--- src/rtl/irq_queue_ctrl.sv ---
// irq_queue_ctrl: edge-detecting interrupt collector feeding a DEPTH-entry ID FIFO,
// with a two-state dispatcher that presents one ID to the core until eoi.
// Optional build macro IRQ_FIXED_PRIO_EN: scanner always picks the lowest-indexed
// pending source instead of round-robin (the scan pointer is then not built).
module irq_queue_ctrl #(
   parameter int NSRC  = 7,
   parameter int IDW   = 3,
   parameter int DEPTH = 16
) (
   input  logic                       clk,
   input  logic                       rst,
   input  logic [NSRC-1:0]            irq_in,
   input  logic [NSRC-1:0]            mask,
   input  logic                       eoi,
   output logic                       irq_valid,
   output logic [IDW-1:0]             irq_id,
   output logic [NSRC-1:0]            pending,
   output logic [$clog2(DEPTH+1)-1:0] count,
   output logic                       overflow
);

   localparam int CW = $clog2(DEPTH + 1);
   localparam int AW = $clog2(DEPTH);
   localparam logic [CW-1:0] FULL_CNT = CW'(DEPTH);

   typedef enum logic {
      IDLE = 1'b0,
      BUSY = 1'b1
   } state_t;

   // Edge detection, pending and overflow state
   logic [NSRC-1:0] s_in_q, prev_q;
   logic [NSRC-1:0] pending_q, pending_d;
   logic            overflow_q, overflow_d;
   logic [NSRC-1:0] rise, set_req, push_mask;

   // Scanner
   logic            push_hit, push_do;
   logic [IDW-1:0]  push_idx, push_id;

   // FIFO
   logic [IDW-1:0]  mem_q [DEPTH];
   logic [AW-1:0]   wr_ptr_q, rd_ptr_q;
   logic [CW-1:0]   count_q, count_d;
   logic [IDW-1:0]  head;

   // Dispatcher
   state_t          state_q, state_d;
   logic [IDW-1:0]  irq_id_q, irq_id_d;
   logic            pop_do;

   assign rise      = s_in_q & ~prev_q;
   assign set_req   = rise & ~mask;
   assign push_mask = push_do ? (NSRC'(1) << push_idx) : '0;
   assign push_id   = push_idx + 1'b1;
   assign head      = mem_q[rd_ptr_q];

`ifdef IRQ_FIXED_PRIO_EN
   // Fixed priority: lowest-indexed pending source wins
   always_comb begin
      // NOTE: every always_comb output gets a default first so no path leaves it unassigned (no latch).
      push_hit = 1'b0;
      push_idx = '0;
      for (int i = NSRC - 1; i >= 0; i--) begin
         if (pending_q[i]) begin
            push_hit = 1'b1;
            push_idx = IDW'(i);
         end
      end
   end
`else
   logic [IDW-1:0] ptr_q, ptr_d;

   // Round-robin: first pending source at or after ptr, wrapping modulo NSRC
   always_comb begin
      logic [IDW:0] cand;
      // NOTE: every always_comb output gets a default first so no path leaves it unassigned (no latch).
      push_hit = 1'b0;
      push_idx = '0;
      cand     = '0;
      for (int i = 0; i < NSRC; i++) begin
         cand = {1'b0, ptr_q} + (IDW+1)'(i);
         if (cand >= (IDW+1)'(NSRC)) cand = cand - (IDW+1)'(NSRC);
         if (!push_hit && pending_q[cand[IDW-1:0]]) begin
            push_hit = 1'b1;
            push_idx = cand[IDW-1:0];
         end
      end
   end

   // Pointer moves past the source just pushed, otherwise holds
   always_comb begin
      ptr_d = ptr_q;
      if (push_do) ptr_d = (push_idx == IDW'(NSRC - 1)) ? '0 : push_idx + 1'b1;
   end

   // Scan pointer register
   always_ff @(posedge clk or posedge rst) begin
      if (rst) ptr_q <= '0;
      else     ptr_q <= ptr_d;
   end
`endif

   // A push is allowed when there is room, or when a pop frees a slot this cycle
   assign push_do = push_hit && ((count_q != FULL_CNT) || pop_do);

   // Pending/overflow next state: a new rise beats the clear from a push
   always_comb begin
      pending_d  = (pending_q & ~push_mask) | set_req;
      overflow_d = overflow_q | (|(set_req & pending_q & ~push_mask));
   end

   // Input synchroniser stage, edge history, pending and sticky overflow
   always_ff @(posedge clk or posedge rst) begin
      // NOTE: sequential state uses non-blocking assignments so all registers update together.
      if (rst) begin
         s_in_q     <= '0;
         prev_q     <= '0;
         pending_q  <= '0;
         overflow_q <= 1'b0;
      end else begin
         s_in_q     <= irq_in;
         prev_q     <= s_in_q;
         pending_q  <= pending_d;
         overflow_q <= overflow_d;
      end
   end

   // FIFO occupancy: simultaneous push and pop leaves it unchanged
   always_comb begin
      count_d = count_q;
      case ({push_do, pop_do})
         2'b10:   count_d = count_q + 1'b1;
         2'b01:   count_d = count_q - 1'b1;
         default: count_d = count_q;
      endcase
   end

   // FIFO pointers and count
   always_ff @(posedge clk or posedge rst) begin
      if (rst) begin
         wr_ptr_q <= '0;
         rd_ptr_q <= '0;
         count_q  <= '0;
      end else begin
         if (push_do) wr_ptr_q <= wr_ptr_q + 1'b1;
         if (pop_do)  rd_ptr_q <= rd_ptr_q + 1'b1;
         count_q <= count_d;
      end
   end

   // FIFO storage write
   always_ff @(posedge clk) begin
      // NOTE: storage is not reset; entries are only read after being written, tracked by count_q.
      if (push_do) mem_q[wr_ptr_q] <= push_id;
   end

   // Dispatcher next state: pop in IDLE when non-empty, back-to-back pop on eoi in BUSY
   always_comb begin
      state_d  = state_q;
      irq_id_d = irq_id_q;
      pop_do   = 1'b0;
      case (state_q)
         IDLE: begin
            if (count_q != '0) begin
               pop_do   = 1'b1;
               irq_id_d = head;
               state_d  = BUSY;
            end
         end
         BUSY: begin
            if (eoi) begin
               if (count_q != '0) begin
                  pop_do   = 1'b1;
                  irq_id_d = head;
               end else begin
                  irq_id_d = '0;
                  state_d  = IDLE;
               end
            end
         end
         default: begin
            irq_id_d = '0;
            state_d  = IDLE;
         end
      endcase
   end

   // Dispatcher state and presented ID
   always_ff @(posedge clk or posedge rst) begin
      if (rst) begin
         state_q  <= IDLE;
         irq_id_q <= '0;
      end else begin
         state_q  <= state_d;
         irq_id_q <= irq_id_d;
      end
   end

   assign irq_valid = (state_q == BUSY);
   assign irq_id    = irq_id_q;
   assign pending   = pending_q;
   assign count     = count_q;
   assign overflow  = overflow_q;

endmodule

--- config.mk ---
export PLATFORM = sky130hd
export DESIGN_NAME = irq_queue_ctrl
export DESIGN_NICKNAME = d
export VERILOG_FILES = /design/src/rtl/irq_queue_ctrl.sv
export SDC_FILE = /design/constraint.sdc
export NUM_CORES = 1
export LEC_CHECK = 0
export ABC_AREA = 0
export CORE_AREA = 5 5 105 107
export CTS_BUF_LIST = sky130_fd_sc_hd__clkbuf_2
export CTS_CLUSTER_DIAMETER = 150
export CTS_CLUSTER_SIZE = 25
export DETAILED_ROUTE_END_ITERATION = 10
export DIE_AREA = 0 0 110 112
export PLACE_DENSITY = 0.77
export SLEW_MARGIN = 10
export SYNTH_ARGS = -nofsm -noshare
export SYNTH_HDL_FRONTEND = slang
export SYNTH_SLANG_ARGS = --single-unit
--- constraint.sdc ---
create_clock -name clk -period 5.8 [get_ports clk]
set_clock_uncertainty 0.05 [all_clocks]
set_input_delay 0.58 -clock clk [delete_from_list [all_inputs] [get_ports clk]]
set_output_delay 0.58 -clock clk [all_outputs]
set_load 0.005 [all_outputs]
## Word-level counts from Yosys, hierarchy flattened

Memory sizes are Yosys's and may differ from the RTL's.
Index checks and enable logic that the tools add are counted.

- Multiplexer cells: 49
- Reduce and logical (&&, ||, !) cells: 18
- Add/subtract/negate cells: 18
- Shifts and indexed selects: 1
- Magnitude comparators: 14
- Bitwise operators: 11
- Equal/unequal tests: 6

Operators by type and width:

| kind | count |
|---|---|
| $mux 3 | 18 |
| $and 7x7->7 | 5 |
| $lt 3x4->1 const B | 7 |
| $ge 4x3->1 const B | 6 |
| $bmux 1 s3 | 7 |
| $not 7->7 | 3 |
| $sub 3x3->3 const B | 7 |
| $mux 1 | 19 |
| $add 3x3->4 const B | 3 |
| $pmux 5 s2 | 1 |
| $add 3x2->4 const B | 2 |
| $add 4x1->4 const B | 2 |
| $logic_and 1x1->1 | 7 |
| $mux 7 | 1 |
| $or 7x7->7 | 1 |
| $reduce_or 7->1 | 1 |
| $shl 1x3->7 const A | 1 |
| $logic_not 1->1 | 6 |
| $pmux 3 s2 | 1 |
| $add 5x1->5 const B | 1 |
| $ne 5x5->1 const B | 1 |
| $reduce_bool 5->1 | 1 |
| $sub 5x1->5 const B | 1 |
| $add 3x1->4 const B | 1 |
| 12 further kinds | 14 |

- Bits of input ports: 17
- RAM bits: 48
- Memories: 1
- Output and inout port bits: 17
- Word-level logic and storage cells: 128
- Flip-flop bits (word level): 42

Memories:

| memory | depth | bits a word | read ports | clocked after memory_dff | wr ports | RTL line | source |
|---|---|---|---|---|---|---|---|
| mem_q | 16 | 3 | 1 | 0 | 1 | 42 | `logic [IDW-1:0] mem_q [DEPTH];` |

## Depth between registers and ports, before layout

Gate-level depths: netlist of the first run.

- Word-level depth: 29
- Depth in mapped cells: 22
- Gate-level depth less buffers: 20

## Least setup slack after synthesis of the first run

Ideal clock, no wire load.

- Kind: register to register
- Start point: reg ptr_q[1]
- End point: reg overflow_q, in the netlist overflow
- Data required time: 5.611 ns
- Setup time: 0.139 ns
- Path slack: 1.122 ns
- Stages on the path, launching flop included: 20
- Path buffers: 2
- Arrival: 4.489 ns
- Period minus slack after synthesis: 4.678 ns
- Cells stage by stage: dfrtp_1 > buf_6 > inv_4 > ha_1 > inv_1 > fa_1 > clkbuf_1 > mux4_2 > o22ai_1 > a31oi_1 > nor3b_4 > nor4b_4 > or2b_1 > o31a_1 > inv_1 > ha_1 > and2_1 > and3_1 > a21oi_1 > or4_1

- Cells in the longest elaborated chain, start to end: 29
- Elaborated cells between the ends (all ways): 74
- Classes of those cells: add/sub (13); order compare (7); shift (1); mux (36); bitwise (3); reduce/logical (14)

Ends and longest elaborated chain:

| item | RTL line | source |
|---|---|---|
| start: declaration | 72 | `logic [IDW-1:0] ptr_q, ptr_d;` |
| start signal: assignment | 100 | `else ptr_q <= ptr_d;` |
| branches (longest 24 deep; another with $add 3x1->4) | n/a |  |
| $mux 7 * | 54 | `assign push_mask = push_do ? (NSRC'(1) << push_idx) : '0;` |
| $not 7->7 * | 110 | `overflow_d = overflow_q \| (\|(set_req & pending_q & ~push_mask));` |
| $and 7x7->7 * | 110 |  |
| $reduce_or 7->1 * | 110 |  |
| $or 1x1->1 * | 110 |  |
| named net overflow_d | 34 | `logic overflow_q, overflow_d;` |
| end signal: assignment | 125 | `overflow_q <= overflow_d;` |
| end: declaration | 34 |  |

Mark *: on every way through the listed nets, which the timed path passes. The select of a mux whose other input is x is not followed.
A chain may end at the register's enable or synchronous reset.

## Worst setup path in the final report of the first run

- Start point: reg ptr_q[0]
- End point: reg overflow_q, in the netlist overflow

Same word-level chain as after synthesis.

==> impl_metrics.toml, run 1 <==
[outcome]
status = "finished clean"

[sta]
hold-worst-slack_ns = 0.340
rsz0062_at_grt = "no"
period_needed_ns = 5.31
setup_violations = 0
setup_ws_ns = 0.491
maxSlewHeadroom = 0.413
slew_viol_final = 0
min_period_over_period = 0.915
hold_violations = 0
max_freq_ghz = 0.188
worstMarginPinSlew_ns = 0.881
final.setup.tns_ns = 0

[placement]
place_ws_ns = 0.598
routabilityCongestion = 0.909
numPortBuffers = 33
dp_hpwl_mm = 9.15

[cts]
cts.path.max_buffers = 2
post_cts_buffers = 0
holdBufCountCts = 0
cts_root_buf = "clkbuf_2"
cts_sinks = 90
insertion_delay_ns = 0.58
clk_transition_reported_paths_ns = 0.28
cts_buffers = 9
ctsResizeCount = 0
cts_tree = "done"
h-tree-depth = 3

[route]
first_pass_iters = 5
wl_per_cell_um = 18.7
drt-initial-drc-count = 335
avgViaCountPerCell = 6.17
via_count = 4210
finalWirelength_mm = 12.7
ant_nets = 0
drc = 0

[logic_synthesis]
synth_warnings = 0
synth-edff-count = 48
synth_nets = 570
netlist_area_um2 = 5670
synth_top_area_cell = "edfxtp_1"
ys_ff_latch = 90
syn_avg_cell_area_um2 = 10.8
synth_ff_type = "edfxtp_1"
syn_inst = 525
synth-seq-area-share = 0.440
synth_cell_types = 80
async_flop_share = 0.467
yosysTopAreaCellShare = 0.254
synthTopCellsByArea = "edfxtp_1, dfrtp_1, mux4_2, ha_1, nand2_1"

[layout]
antenna_cells = 0
syn2layout_area_growth_pct = 8.68
utilization = 0.613
drive_gt1_frac = 0.112
finalNetCount = 586
most-common-layout-cells = "nand2_1, edfxtp_1, dfrtp_1"

[worst_setup_path]
path_cells = "inv_1 > ha_1 > buf_4 > nor2_1 > o21ai_0 > and2_1 > a2111oi_2 > o21bai_1 > nor4b_4 > or2b_1 > o31a_1 > inv_1 > buf_4 > ha_1 > and2_1 > and3_1 > a21oi_1 > or4_1"
crit_fanout = 18
max_stage_delay_ns = 0.68
worstSetupPathType = "reg -> reg"
rr_startpoint = "ptr_q[0]$_DFFE_PP0P_"
cpMaxStageDelayCell = "dfrtp_1"
arrival_ns = 5.73
worst_setup_path_end_kind = "flop"
crit_required_ns = 6.22
start_kind = "flop"
cp-startpoint = "ptr_q[0]$_DFFE_PP0P_"

[die]
die_area_um2 = 12300
core_area_um2 = 10000
io_pins = 34
rows = 37
fp.dieH_um = 112
die_width_um = 110
initial_core_util = 0.564

[global_route]
overflow = 0
grt_pass1_vias = 4131
grt_pass1_wl_mm = 20.9
grtUsageTotal = 0.219
grt_max_degree = 43
antenna_found_initial = 0

[hold_path]
worstHoldStart = "irq_in[4]"
hp-class = "in -> reg"

[job]
maxCapViolCount = 0
[critical path: cells and delay by family, from the launching register on]
kind	cells	cell delay, ns
compound gates	5	0.95
fa+ha+maj	2	0.71
buf+inv	4	0.80
flops	1	0.68
simple gates	7	2.00
[synth_stat cells (3+ instances only)]
cell	instances
or2_2	3
clkbuf_1	12
a22oi_1	6
nor3_1	11
nor2b_1	10
nor4_1	6
o21bai_1	3
a32o_1	3
dfrtp_1	42
a21oi_1	16
mux2_2	4
nand3_1	9
buf_2	10
or3_1	3
nor2_1	29
nand4_1	3
nor3b_1	7
a21boi_0	4
nand2_1	48
xnor2_1	11
buf_4	3
inv_1	25
xor2_1	4
edfxtp_1	48
a211o_1	3
o211ai_1	4
nand2b_1	16
o22ai_1	8
buf_1	6
mux2i_1	12
o221ai_1	3
a31oi_1	9
or3b_2	3
o21ai_1	4
o21ai_0	24
and3_1	4
ha_1	26
a21o_1	8
and2_1	6
mux4_2	17
[cells by family (layout without fill, tap and decap cells)]
logic type	count (synthesis)	after routing	share of synthesized area
adder cells (fa/ha/maj)	28	28	0.0645
AND/OR/NAND/NOR	174	174	0.167
buffers and inverters	59	80	0.0464
AO/OA/AOI/OAI	125	125	0.160
flip-flops	90	90	0.440
XOR/XNOR	16	16	0.0260
multiplexers	33	33	0.0967
[stage by stage]
| step | instances | cell area (um2) |
|---|---|---|
| global route | 682 | 6160 |
| floorplan | 525 | 5670 |
| CTS | 682 | 6160 |
| detailed placement | 666 | 6040 |
| global placement | 666 | 6040 |
| finish | 682 | 6160 |
[final cells by class]
type | instances | area (um2)
Clock buffer | 9 | 45.0
Clock inverter | 7 | 71.3
Fill cell | 827 | 3890
Inverter | 26 | 100
Multi-Input combinational cell | 376 | 2910
Sequential cell | 90 | 2490
Tap cell | 136 | 170
Timing Repair Buffer | 38 | 368
[state kept, by name, indices dropped and copies added (netlist names)]
signal and flops:
irq_id 3, pending 7, s_in_q 7, prev_q 7, mem_q 48, wr_ptr_q 4
irq_valid 1, ptr_q 3, rd_ptr_q 4, count 5, overflow 1
[final timing paths]
| check | endpoint | slack (ns) | cells after the start |
|---|---|---|---|
| setup / recovery | overflow$_DFF_PP0_ | 0.49 | 18 |
| hold / removal | s_in_q[4]$_DFF_PP0_ | 0.34 | 1 |
| setup reg to reg | overflow$_DFF_PP0_ | 0.49 | 18 |
| hold reg to reg | prev_q[1]$_DFF_PP0_ | 0.35 | 0 |
| max in group asynchronous | prev_q[6]$_DFF_PP0_ | 4.72 | 2 |
| min in group asynchronous | irq_id[1]$_DFFE_PP0P_ | 0.39 | 2 |
[routing by layer]
layer	routed length (um)	track usage	vias up	share of wire
li1	-	-	1978	-
met1	5300	0.303	2023	0.42
met2	6120	0.332	178	0.48
met3	981	0.0580	31	0.077
met4	346	0.0765	0	0.027
met5	0	0	-	0
Power of run 1 is not shown: default switching activity piles up to over one toggle a cycle in this logic, so the estimate is an artifact.
==> run 2: changes to the inputs <==
--- a/config.mk
+++ b/config.mk
@@ -6,13 +6,12 @@
 export NUM_CORES = 1
 export LEC_CHECK = 0
 export ABC_AREA = 0
-export CORE_AREA = 5 5 105 107
+export CORE_AREA = 5 5 126 128
 export CTS_BUF_LIST = sky130_fd_sc_hd__clkbuf_2
 export CTS_CLUSTER_DIAMETER = 150
 export CTS_CLUSTER_SIZE = 25
 export DETAILED_ROUTE_END_ITERATION = 10
-export DIE_AREA = 0 0 110 112
-export PLACE_DENSITY = 0.77
+export DIE_AREA = 0 0 131 133
 export SLEW_MARGIN = 10
 export SYNTH_ARGS = -nofsm -noshare
 export SYNTH_HDL_FRONTEND = slang
==> constraint.sdc (replaced) <==
create_clock -name clk -period 5.8 [get_ports clk]
set_clock_uncertainty 0.05 [all_clocks]
set_input_delay 0.87 -clock clk [delete_from_list [all_inputs] [get_ports clk]]
set_output_delay 0.87 -clock clk [all_outputs]
set_load 0.005 [all_outputs]
==> run 2 against run 1 <==
Against the previous run:
- flip-flop and latch count did not move
- die area rose by 41%
- register-to-register slack barely moved
- via count is 0.19% higher
- worst hold slack improved by 0.014 ns
- first-iteration DRC count shrank 8.7%
- non-clock buffer count down 1
- design area rose by 0.81%
- final cell count rose by 7.5%
==> impl_metrics.toml, run 2 (synthesis gave the netlist of run 1 again) <==
[global_route]
grt_pass1_wl_mm = 22.0
grtUsageTotal = 0.160
grt_pass1_vias = 4174
overflow = 0
grt_max_degree = 49
antenna_found_initial = 0

[placement]
dp_hpwl_mm = 9.47
routabilityCongestion = 0.918
placed_area_um2 = 6100
numPortBuffers = 33

[die]
initial_core_util = 0.384
die_width_um = 131
rows = 45
fp.dieH_um = 133
die_area_um2 = 17400
core_area_um2 = 14800
io_pins = 34

[layout]
fillerInstances = 1424
top_register = "mem_q"
antenna_cells = 0
drive_gt1_frac = 0.110
most-common-layout-cells = "nand2_1, edfxtp_1, dfrtp_1"
final_cell_area_um2 = 6210
syn2layout_area_growth_pct = 9.56
finalNetCount = 585
largest_reg_flops = 48

[worst_setup_path]
start_kind = "flop"
worst_setup_path_end_kind = "flop"
crit_fanout = 20
crit_required_ns = 6.21
worstSetupPathType = "reg -> reg"
arrival_ns = 5.72

[cts]
cts_tree = "done"
insertion_delay_ns = 0.58
cts_buffers = 9
ctsResizeCount = 0
h-tree-depth = 3
post_cts_buffers = 0
holdBufCountCts = 0
cts.path.max_buffers = 2
cts_root_buf = "clkbuf_2"
clk_transition_reported_paths_ns = 0.23
cts_sinks = 90

[route]
ant_nets = 0
avgViaCountPerCell = 5.75
drt-initial-drc-count = 306
finalWirelength_mm = 13.5
first_pass_iters = 5
drc = 0
via_count = 4218
wl_per_cell_um = 18.4

[sta]
max_freq_ghz = 0.188
slew_viol_final = 0
final.setup.tns_ns = 0
setup_violations = 0
hold_violations = 0
period_needed_ns = 5.31
hold-worst-slack_ns = 0.354
rsz0062_at_grt = "no"
worstMarginPinSlew_ns = 0.901
maxSlewHeadroom = 0.398
min_period_over_period = 0.915

[job]
maxCapViolCount = 0

[hold_path]
hp-class = "reg -> reg"

[outcome]
status = "finished clean"
[run 2: cell types whose count changed in the layout (fill, tap and decap cells not counted), sizes merged]
cell | before | now
inv | 29 | 31
clkinv | 2 | 0
buf | 5 | 4
[run 2: final cells by class]
class,instances,area [um2],share of cell area
multi-input cells,376,2910,0.469
flip-flops and latches,90,2490,0.401
repair buffers,37,360,0.0580
well taps,188,235,0.0379
inverters,26,100,0.0161
clock inverters,7,63.8,0.0103
clock buffers,9,45.0,0.00725
[run 2: per-layer routing]
layer  GRT usage  share of wire  wire [um]
met5           0              0          0
met4      0.0560          0.017        228
met3      0.0254          0.049        665
met2       0.254           0.49       6590
met1       0.222           0.44       5970
[run 2: final timing paths]
kind / startpoint / to / slack (ns) / cells past startpoint
setup reg to reg: ptr_q[1]$_DFFE_PP0P_ / overflow$_DFF_PP0_ / 0.49 / 18
setup / recovery: ptr_q[1]$_DFFE_PP0P_ / overflow$_DFF_PP0_ / 0.49 / 18
hold / removal: s_in_q[3]$_DFF_PP0_ / prev_q[3]$_DFF_PP0_ / 0.35 / 0
max in group asynchronous: rst / rd_ptr_q[3]$_DFFE_PP0P_ / 4.41 / 2
hold reg to reg: s_in_q[3]$_DFF_PP0_ / prev_q[3]$_DFF_PP0_ / 0.35 / 0
min in group asynchronous: rst / wr_ptr_q[2]$_DFFE_PP0P_ / 0.71 / 2
[run 2: worst max-delay path, stage by stage (launching register included)]
cell and delay (ns):
dfrtp_1 0.73, inv_4 0.18, ha_1 0.78, inv_1 0.27, xnor2_1 0.20, a32o_1 0.22
a32oi_2 0.45, nor2_1 0.14, a32o_1 0.25, a221oi_1 0.28, mux2i_1 0.13, nor3_1 0.27
nand2_1 0.16, inv_1 0.11, ha_1 0.17, nand2_1 0.05, o21ai_1 0.18, o31ai_1 0.09
or4_1 0.49
[run 2: per-stage QoR]
| step | setup slack, ns | util | instances |
|---|---|---|---|
| after floorplan | 1.12 | - | 525 |
| after global placement | 0.539 | 0.414 | 717 |
| after detailed placement | 0.522 | 0.414 | 717 |
| after CTS | 0.476 | 0.421 | 733 |
| after global routing | 0.0253 | 0.421 | 733 |
| final | 0.491 | 0.421 | 733 |
Power of run 2 is left out for the same reason.
==> run 3: changes to the inputs <==
--- a/config.mk
+++ b/config.mk
@@ -6,12 +6,15 @@
 export NUM_CORES = 1
 export LEC_CHECK = 0
 export ABC_AREA = 0
+export CELL_PAD_IN_SITES_DETAIL_PLACEMENT = 1
+export CELL_PAD_IN_SITES_GLOBAL_PLACEMENT = 2
 export CORE_AREA = 5 5 126 128
 export CTS_BUF_LIST = sky130_fd_sc_hd__clkbuf_2
 export CTS_CLUSTER_DIAMETER = 150
 export CTS_CLUSTER_SIZE = 25
 export DETAILED_ROUTE_END_ITERATION = 10
 export DIE_AREA = 0 0 131 133
+export PLACE_DENSITY_LB_ADDON = 0.1
 export SLEW_MARGIN = 10
 export SYNTH_ARGS = -nofsm -noshare
 export SYNTH_HDL_FRONTEND = slang
==> run 3 against run 2 <==
Against the previous run:
- sequential share of layout area shrank 0.25 points
- via count shrank 2.2%
- register-to-register slack lost 0.04 ns
- maximum frequency shrank 0.81%
- global-route usage grew 2.1 points
- clock-buffer cell count is the same
- critical path type unchanged
- largest cell class unchanged
- highest routed layer unchanged
==> impl_metrics.toml, run 3 (synthesis gave the netlist of run 1 again) <==
[route]
finalWirelength_mm = 15.0
avgViaCountPerCell = 5.61
highest_layer = "met4"
ant_nets = 0
via_count = 4125
first_pass_iters = 4
drt-initial-drc-count = 256
wl_per_cell_um = 20.4
dr_wl_met2_mm = 7.36
drc = 0
met3_length_um = 449
drt-met1-wl_mm = 6.88

[cts]
cts.path.max_buffers = 2
h-tree-depth = 3
post_cts_buffers = 0
cts_tree = "done"
holdBufCountCts = 0
cts_root_buf = "clkbuf_2"
cts_sinks = 90
ctsResizeCount = 0
clk_transition_reported_paths_ns = 0.30
cts_buffers = 9
insertion_delay_ns = 0.60

[global_route]
grt_pass1_vias = 4394
grt_pass1_wl_mm = 24.7
overflow = 0
grt_max_degree = 46
antenna_found_initial = 0
grtUsageTotal = 0.181

[worst_setup_path]
arrival_ns = 5.82
start_kind = "flop"
path_cells = "inv_1 > ha_1 > a21boi_1 > mux2i_1 > nor4_1 > a211o_1 > o21bai_1 > nor4b_4 > or2b_1 > o31a_1 > inv_1 > ha_1 > nand2_1 > o21ai_0 > o2bb2ai_1 > or4_1"
cpMaxStageDelayCell = "dfrtp_1"
worstSetupPathType = "reg -> reg"
max_stage_delay_ns = 0.74
crit_required_ns = 6.27
worst_setup_path_end_kind = "flop"
crit_fanout = 13

[sta]
slew_viol_final = 0
worstMarginPinSlew_ns = 0.927
max_freq_ghz = 0.187
maxSlewHeadroom = 0.381
hold_violations = 0
min_period_over_period = 0.923
setup_violations = 0
hold-worst-slack_ns = 0.294
final.setup.tns_ns = 0
rsz0062_at_grt = "no"
period_needed_ns = 5.35
setup_ws_ns = 0.448

[layout]
drive_gt1_frac = 0.115
antenna_cells = 0
most-common-layout-cells = "nand2_1, edfxtp_1, dfrtp_1"
finalNetCount = 587
largest_reg_flops = 48
syn2layout_area_growth_pct = 10.2
top_register = "mem_q"
final_cell_area_um2 = 6250

[die]
die_area_um2 = 17400
die_width_um = 131
io_pins = 34
fp.dieH_um = 133
rows = 45
initial_core_util = 0.384
core_area_um2 = 14800

[placement]
place_ws_ns = 0.618
dp_hpwl_mm = 10.9
routabilityCongestion = 0.828
numPortBuffers = 33
placed_area_um2 = 6120

[outcome]
status = "finished clean"

[job]
maxCapViolCount = 0

[hold_path]
hp-class = "reg -> reg"
==> run 3: changes by cell type in the layout (fill, tap and decap cells not counted) <==
cell        previous run  this run
buf_4                  4         6
inv_6                  3         0
clkinvlp_4             2         0
a31oi_1                9         8
a31oi_2                0         1
clkinv_4               0         3
clkinv_8               0         2
==> run 3: worst paths after layout <==
check / to / from / cells after the start / slack, ns
max in group asynchronous: prev_q[0]$_DFF_PP0_ / rst / 2 / 4.38
min reg2reg: prev_q[2]$_DFF_PP0_ / s_in_q[2]$_DFF_PP0_ / 0 / 0.29
min: prev_q[2]$_DFF_PP0_ / s_in_q[2]$_DFF_PP0_ / 0 / 0.29
max reg2reg: overflow$_DFF_PP0_ / ptr_q[2]$_DFFE_PP0P_ / 16 / 0.45
max: overflow$_DFF_PP0_ / ptr_q[2]$_DFFE_PP0P_ / 16 / 0.45
min in group asynchronous: wr_ptr_q[3]$_DFFE_PP0P_ / rst / 2 / 0.69
==> run 3: area by class of cell <==
type / count / area (um2)
clock inverter: 7 / 81.3
sequential: 90 / 2490
fill: 1650 / 8500
tap: 188 / 235
timing repair buffer: 39 / 375
clock buffer: 9 / 45.0
multi-input combinational: 376 / 2920
inverter: 26 / 100
==> run 3: metal layers <==
metal,global-route usage,vias to the layer above
met5,0,-
met4,0.0640,0
met3,0.0266,17
met2,0.286,55
met1,0.254,2070
li1,-,1983
==> run 3: stage by stage <==
step,std cells,util
after global routing,735,0.424
final,735,0.424
after floorplan,525,-
after global placement,719,0.415
after CTS,735,0.424
after detailed placement,719,0.415
==> run 3: critical path: cells and delay by family, from the launching register on <==
family / cells / cell delay, ns
AO/OA/AOI/OAI: 6 / 1.59
adder cells (fa/ha/maj): 2 / 0.49
buffers and inverters: 2 / 0.48
flip-flops: 1 / 0.74
multiplexers: 1 / 0.46
AND/OR/NAND/NOR: 5 / 1.44
Power of run 3 is left out for the same reason.
